## config.mk

```make
export PLATFORM = sky130hd
export DESIGN_NAME = rr_arbiter_8
export DESIGN_NICKNAME = d
export VERILOG_FILES = /design/src/rtl/arb_pkg.sv /design/src/rtl/rr_pick.sv /design/src/rtl/rr_arbiter_8.sv
export SDC_FILE = /design/constraint.sdc
export NUM_CORES = 1
export LEC_CHECK = 0
export BUFFER_PORTS_ARGS = -buffer_cell sky130_fd_sc_hd__buf_2
export CAP_MARGIN = 20
export CORE_MARGIN = 2
export CORE_UTILIZATION = 54
export CTS_BUF_LIST = sky130_fd_sc_hd__clkbuf_4 sky130_fd_sc_hd__clkbuf_8
export CTS_CLUSTER_DIAMETER = 100
export DETAILED_ROUTE_END_ITERATION = 7
export GPL_ROUTABILITY_DRIVEN = 0
export PLACE_DENSITY = 0.76
export SYNTH_ARGS = -nofsm -noshare
export SYNTH_HDL_FRONTEND = slang
export SYNTH_HIERARCHICAL = 1
export SYNTH_SLANG_ARGS = --single-unit
```

## constraint.sdc

```tcl
create_clock -name clk_i -period 2.6 [get_ports clk_i]
set_clock_uncertainty 0.15 [all_clocks]
set_input_delay 0.52 -clock clk_i [delete_from_list [all_inputs] [get_ports clk_i]]
set_output_delay 0.52 -clock clk_i [all_outputs]
set_load 0.05 [all_outputs]
```

## src/rtl/arb_pkg.sv

```systemverilog
// ---------------------------------------------------------------------------
// arb_pkg
// Shared definitions for the eight-way round-robin arbiter:
//   - arb_state_e   : arbiter state (IDLE = no grant, BUSY = grant held)
//   - DEFAULT_N     : requester count expected by the downstream encoder
//   - DEFAULT_IDX_W : index width for DEFAULT_N requesters
//   - holdWidth()   : width of a counter able to reach maxHold
// ---------------------------------------------------------------------------
package arb_pkg;

    typedef enum logic {
        IDLE = 1'b0,
        BUSY = 1'b1
    } arb_state_e;

    localparam int DEFAULT_N     = 8;
    localparam int DEFAULT_IDX_W = $clog2(DEFAULT_N);

    // A disabled hold limit (0) still needs a one-bit counter so that the
    // register declaration stays legal; the counter is simply never advanced.
    function automatic int holdWidth(input int maxHold);
        if (maxHold < 1) begin
            return 1;
        end
        return $clog2(maxHold + 1);
    endfunction

endpackage

```

## src/rtl/rr_pick.sv

```systemverilog
// ---------------------------------------------------------------------------
// rr_pick
// Combinational round-robin winner search. The search starts at ptr_i and
// wraps upward; the first set request bit wins.
// Ports:
//   req_i     [N]  : request vector
//   ptr_i     [IW] : highest-priority index for this search
//   win_o     [N]  : one-hot winner, all-zero when nothing requests
//   win_idx_o [IW] : binary index of the winner (0 when nothing requests)
//   any_o          : high when at least one request bit is set
// ---------------------------------------------------------------------------
module rr_pick
    import arb_pkg::*;
#(
    parameter int N  = DEFAULT_N,
    parameter int IW = $clog2(N)
) (
    input  logic [N-1:0]  req_i,
    input  logic [IW-1:0] ptr_i,
    output logic [N-1:0]  win_o,
    output logic [IW-1:0] win_idx_o,
    output logic          any_o
);

    logic [N-1:0]   mask;
    logic [2*N-1:0] dbl;

    // Lower half holds only the requests at or above the pointer; upper half
    // holds the full vector. The lowest set bit of the concatenation is the
    // wrapped round-robin winner, so a single priority scan is enough.
    assign mask  = {N{1'b1}} << ptr_i;
    assign dbl   = {req_i, req_i & mask};
    assign any_o = |req_i;

    // Scan from the top down so the last hit is the lowest set bit.
    always_comb begin
        win_idx_o = '0;
        for (int i = 2 * N - 1; i >= 0; i--) begin
            if (dbl[i]) begin
                win_idx_o = IW'(i % N);
            end
        end
    end

    assign win_o = any_o ? (N'(1) << win_idx_o) : '0;

endmodule

```

## src/rtl/rr_arbiter_8.sv

```systemverilog
// ---------------------------------------------------------------------------
// rr_arbiter_8
// Eight-requester round-robin arbiter with grant hold and optional hold-limit
// preemption. The grant vector is registered and is always one-hot or zero,
// so it can feed an 8-to-3 encoder directly.
// Ports:
//   clk_i         : clock, rising edge
//   rst_i         : synchronous active-high reset
//   req_i     [N] : level-sensitive request lines
//   done_i        : current holder releases the grant (ignored when idle)
//   gnt_o     [N] : registered one-hot grant
//   gnt_valid_o   : registered, high iff gnt_o is non-zero
//   preempt_o     : registered one-cycle pulse on a hold-limit revocation
// ---------------------------------------------------------------------------
module rr_arbiter_8
    import arb_pkg::*;
#(
    parameter int N        = DEFAULT_N,
    parameter int MAX_HOLD = 16
) (
    input  logic         clk_i,
    input  logic         rst_i,
    input  logic [N-1:0] req_i,
    input  logic         done_i,
    output logic [N-1:0] gnt_o,
    output logic         gnt_valid_o,
    output logic         preempt_o
);

    localparam int IW = $clog2(N);
    localparam int HW = holdWidth(MAX_HOLD);
    localparam logic [HW-1:0] HOLD_LAST = (MAX_HOLD > 0) ? HW'(MAX_HOLD - 1) : '0;

    arb_state_e    state_q, state_d;
    logic [N-1:0]  gnt_q, gnt_d;
    logic          gnt_valid_q, gnt_valid_d;
    logic          preempt_q, preempt_d;
    logic [IW-1:0] ptr_q, ptr_d;
    logic [IW-1:0] idx_q, idx_d;
    logic [HW-1:0] hold_q, hold_d;

    logic [IW-1:0] nextPtr;
    logic [IW-1:0] pickPtr;
    logic [N-1:0]  pickWin;
    logic [IW-1:0] pickIdx;
    logic          pickAny;
    logic          holderReq;
    logic          limitHit;
    logic          releaseEvt;

    // The slot after the current holder; the holder becomes lowest priority.
    assign nextPtr = (idx_q == IW'(N - 1)) ? '0 : idx_q + 1'b1;

    // While busy the search must already use the post-release pointer so that
    // the replacement grant lands in the same cycle as the release.
    assign pickPtr = (state_q == BUSY) ? nextPtr : ptr_q;

    // hold_q counts cycles already spent beyond the first, so reaching
    // HOLD_LAST means the holder has now seen the grant MAX_HOLD times.
    assign holderReq  = req_i[idx_q];
    assign limitHit   = (MAX_HOLD > 0) && (hold_q == HOLD_LAST);
    assign releaseEvt = done_i || !holderReq || limitHit;

    rr_pick #(
        .N  (N),
        .IW (IW)
    ) u_pick (
        .req_i     (req_i),
        .ptr_i     (pickPtr),
        .win_o     (pickWin),
        .win_idx_o (pickIdx),
        .any_o     (pickAny)
    );

    // Next-state logic: grant from IDLE, or on a release move the pointer past
    // the holder and hand the grant straight to the next winner.
    always_comb begin
        state_d     = state_q;
        gnt_d       = gnt_q;
        ptr_d       = ptr_q;
        idx_d       = idx_q;
        hold_d      = hold_q;
        preempt_d   = 1'b0;

        case (state_q)
            IDLE: begin
                if (pickAny) begin
                    gnt_d   = pickWin;
                    idx_d   = pickIdx;
                    hold_d  = '0;
                    state_d = BUSY;
                end
            end

            BUSY: begin
                if (releaseEvt) begin
                    ptr_d     = nextPtr;
                    // A voluntary release in the same cycle wins over the limit.
                    preempt_d = limitHit && !done_i && holderReq;
                    hold_d    = '0;
                    if (pickAny) begin
                        gnt_d = pickWin;
                        idx_d = pickIdx;
                    end else begin
                        gnt_d   = '0;
                        state_d = IDLE;
                    end
                end else if (MAX_HOLD > 0) begin
                    hold_d = hold_q + 1'b1;
                end
            end

            default: begin
                state_d = IDLE;
                gnt_d   = '0;
            end
        endcase

        gnt_valid_d = |gnt_d;
    end

    // State and output registers; reset clears everything, including any
    // pending preempt pulse.
    always_ff @(posedge clk_i) begin
        if (rst_i) begin
            state_q     <= IDLE;
            gnt_q       <= '0;
            gnt_valid_q <= 1'b0;
            preempt_q   <= 1'b0;
            ptr_q       <= '0;
            idx_q       <= '0;
            hold_q      <= '0;
        end else begin
            state_q     <= state_d;
            gnt_q       <= gnt_d;
            gnt_valid_q <= gnt_valid_d;
            preempt_q   <= preempt_d;
            ptr_q       <= ptr_d;
            idx_q       <= idx_d;
            hold_q      <= hold_d;
        end
    end

    assign gnt_o       = gnt_q;
    assign gnt_valid_o = gnt_valid_q;
    assign preempt_o   = preempt_q;

endmodule

```

==> flow_metrics.tcl <==
set metrics [dict create \
    status "finished, violations left" \
    critPathMaxFanout 8 \
    violations_in_the_final_reports "setup timing" \
    setup.worst_path.class "flip-flop to flip-flop" \
    postRouteAntennaNets 0 \
    drc 0 \
    syn_to_final_growth_pct 28.8 \
    core_area_um2 2780 \
    start_kind "flip-flop" \
    timing.slew.headroom 0.593 \
    detail_route.iter0.violations 68 \
    synth_nets 200 \
    synth.ff_latch_count 22 \
    worst_pin_slew_ns 0.611 \
    antenna_cells 0 \
    power_density_nw_per_um2 634 \
    hold-path-endpoint "ptr_q[2]" \
    setup-violations-final 4 \
    worstHoldPathCells 2 \
    die_height_um 58.4 \
    cts-hold-fix-buffers 0 \
    via_count_of_the_first_global_routing_pass 1436 \
    post-route-period-util 1.04 \
    post_synth.cell_area_avg_um2 8.63 \
    grt_util_all_layers 0.245 \
    cts.path.max_buffers 2 \
    design.portCount 21 \
    wire_length_after_detailed_routing_um 4010 \
    fp.dieArea_um2 3410 \
    max_cap_viol_count 0 \
    hold_path.class "flip-flop to flip-flop" \
    hold_start "ptr_q[2]" \
    dp_hpwl_um 2890 \
    vias 1569 \
    cell_types_with_the_largest_area_share_after_synthesis "sky130_fd_sc_hd__dfxtp_1, sky130_fd_sc_hd__nand2b_1, sky130_fd_sc_hd__mux2i_1" \
    synth_cell_types 56 \
    critical_path_required_ns 2.66 \
    total_area_of_multi_input_combinational_cells_um2 1250 \
    fmax_mhz 369 \
    timing.final.max_slew_violations 0 \
    worst_setup_path_end_kind "flip-flop" \
    final_nets 237 \
    clock_tree_from_tritoncts "yes" \
    dieWidth_um 58.4 \
    drt-wirelength-per-cell_um 15.9 \
    final_cell_area_um2 2060 \
    reg2regPathDepth 10 \
    port_buffers 20 \
    antenna_found_initial 0 \
    layout-drive-gt1-share 0.367 \
    cts.root.buffer_cell "sky130_fd_sc_hd__clkbuf_4" \
    synth-edff-count 0 \
    synth.largest_area_cell "sky130_fd_sc_hd__dfxtp_1" \
    setup_slack_ns -0.109 \
    synth.cell_area_um2 1600 \
    synth_sequential_area_ratio 0.276 \
    layoutNonFillerInstCount 252 \
    cts_inserted_buffers 3 \
    seq_area_um2 447 \
    grt_first_pass_wirelength_um 6470 \
    grt_max_degree 38 \
    standard_cell_area_after_detailed_placement_um2 1880 \
    setup_repair_after_global_routing_missed_its_margin "true" \
    worstPathArrival_ns 2.77 \
    synth.top_cell.area_share 0.276 \
    netlist_instances 185 \
    setup.reg_to_reg.worst_slack_ns -0.11 \
    clkTransAtPathRegs_ns 0.13 \
    timing.rr.start "idx_q[1]" \
    globalRoute.totalOverflow 0 \
    final.fill_count 194 \
    cts_max_level 1 \
    setup.worst_path.start "idx_q[1]" \
    regToRegEndpoint "gnt_o[2]" \
    ir_worst_vdd_v 0.000539 \
    detailedRoute.firstPassIterationCount 4 \
    power.leakage_nw 0.800 \
    tritoncts_num_sinks 22 \
    dp_cells 244 \
    insertion_delay_ns 0.31 \
    final-hold-violation-count 0 \
    initial_utilization 0.574 \
    synthArstFlopShare 0 \
    synth_commonest_cells "sky130_fd_sc_hd__dfxtp_1, sky130_fd_sc_hd__nand2b_1, sky130_fd_sc_hd__nor2_1" \
    warning_count_from_the_yosys_run 6 \
    placement_rows 19 \
    vias_per_cell 6.23 \
    synth_ff_type "sky130_fd_sc_hd__dfxtp_1" \
    finalWorstPathRequiredPeriod_ns 2.71 \
]
[stage by stage]
stage | util | power [mW] | TNS (ns) | setup slack [ns] | hold slack, ns
after CTS | 0.713 | 1.26 | -0.115 | -0.0629 | 0.347
after global routing | 0.739 | 1.38 | -1.21 | -0.214 | 0.362
after floorplan | - | 0.871 | -0.0114 | -0.0114 | 0.296
final | 0.739 | 1.30 | -0.232 | -0.109 | 0.343
after global placement | 0.677 | 1.02 | -0.0816 | -0.0793 | 0.311
after detailed placement | 0.677 | 1.03 | -0.367 | -0.182 | 0.328
[state kept, by name, summed over array words and instances (netlist names)]
| signal | count |
|---|---|
| gnt_o | 8 |
| gnt_valid_o | 1 |
| hold_q | 5 |
| idx_q | 3 |
| preempt_o | 1 |
| ptr_q | 3 |
| state_q | 1 |
[critical path: stages (launching register included)]
cell and delay (ns):
sky130_fd_sc_hd__dfxtp_2 0.36, sky130_fd_sc_hd__ha_4 0.16, sky130_fd_sc_hd__ha_4 0.23, sky130_fd_sc_hd__mux2_4 0.31
sky130_fd_sc_hd__nand3_1 0.11, sky130_fd_sc_hd__a21o_1 0.21, sky130_fd_sc_hd__a21oi_1 0.09, sky130_fd_sc_hd__or2_2 0.34
sky130_fd_sc_hd__a2111oi_4 0.32, sky130_fd_sc_hd__inv_1 0.07, sky130_fd_sc_hd__o32ai_1 0.28
[report_power, final]
group | internal [mW] | switching, mW | total [mW]
Sequential | 0.377 | 0.0276 | 0.405
Combinational | 0.308 | 0.399 | 0.707
Clock | 0.0854 | 0.106 | 0.191
Total | 0.771 | 0.533 | 1.30
[layout by cell type (no fill, tap or decap), drive strengths merged, types with 2 or more instances in the layout]
cell	instances
nor3	3
and3	5
o21ai	4
nand4b	2
nand3	2
nand2	7
nor2	16
nor2b	5
a221oi	2
mux2i	7
nor3b	2
buf	38
nor4	6
o31ai	2
o32ai	10
o211a	2
a21boi	2
dfxtp	22
a31oi	3
a21oi	7
o31a	2
mux2	5
ha	4
nand2b	22
inv	13
a21o	3
clkbuf	4
[worst max-delay path by stage]
stage                        to  slack [ns]  cells past startpoint
finish                 gnt_o[2]       -0.11                     10
global route        gnt_valid_o       -0.21                     10
CTS                 gnt_valid_o       -0.06                     11
detailed placement  gnt_valid_o       -0.18                     12
global placement    gnt_valid_o       -0.08                     12
floorplan           gnt_valid_o       -0.01                     12
[layer usage]
| metal | vias to the layer above | track usage | wire, um |
|---|---|---|---|
| met4 | 0 | 0.0731 | 68 |
| li1 | 770 | - | - |
| met2 | 46 | 0.419 | 2020 |
| met3 | 8 | 0.0484 | 157 |
| met5 | - | 0 | 0 |
| met1 | 745 | 0.312 | 1760 |
[cell families after synthesis]
logic type,synth area share
buf+inv,0.0501
mux,0.0792
compound gates,0.283
simple gates,0.281
flops,0.276
fa+ha+maj,0.0313
[area by class of cell]
type / count / share of cell area
Multi-Input combinational cell: 144 / 0.606
Timing Repair Buffer: 38 / 0.116
Sequential cell: 22 / 0.217
Inverter: 13 / 0.0237
Tap cell: 31 / 0.0189
Clock buffer: 4 / 0.0177
[what timing repair did]
action                     CTS  global route
resized for setup            8            12
pin swaps                    9             6
setup endpoints to repair    7             9
setup buffers                3             1
(Power assumes the default switching activity.)
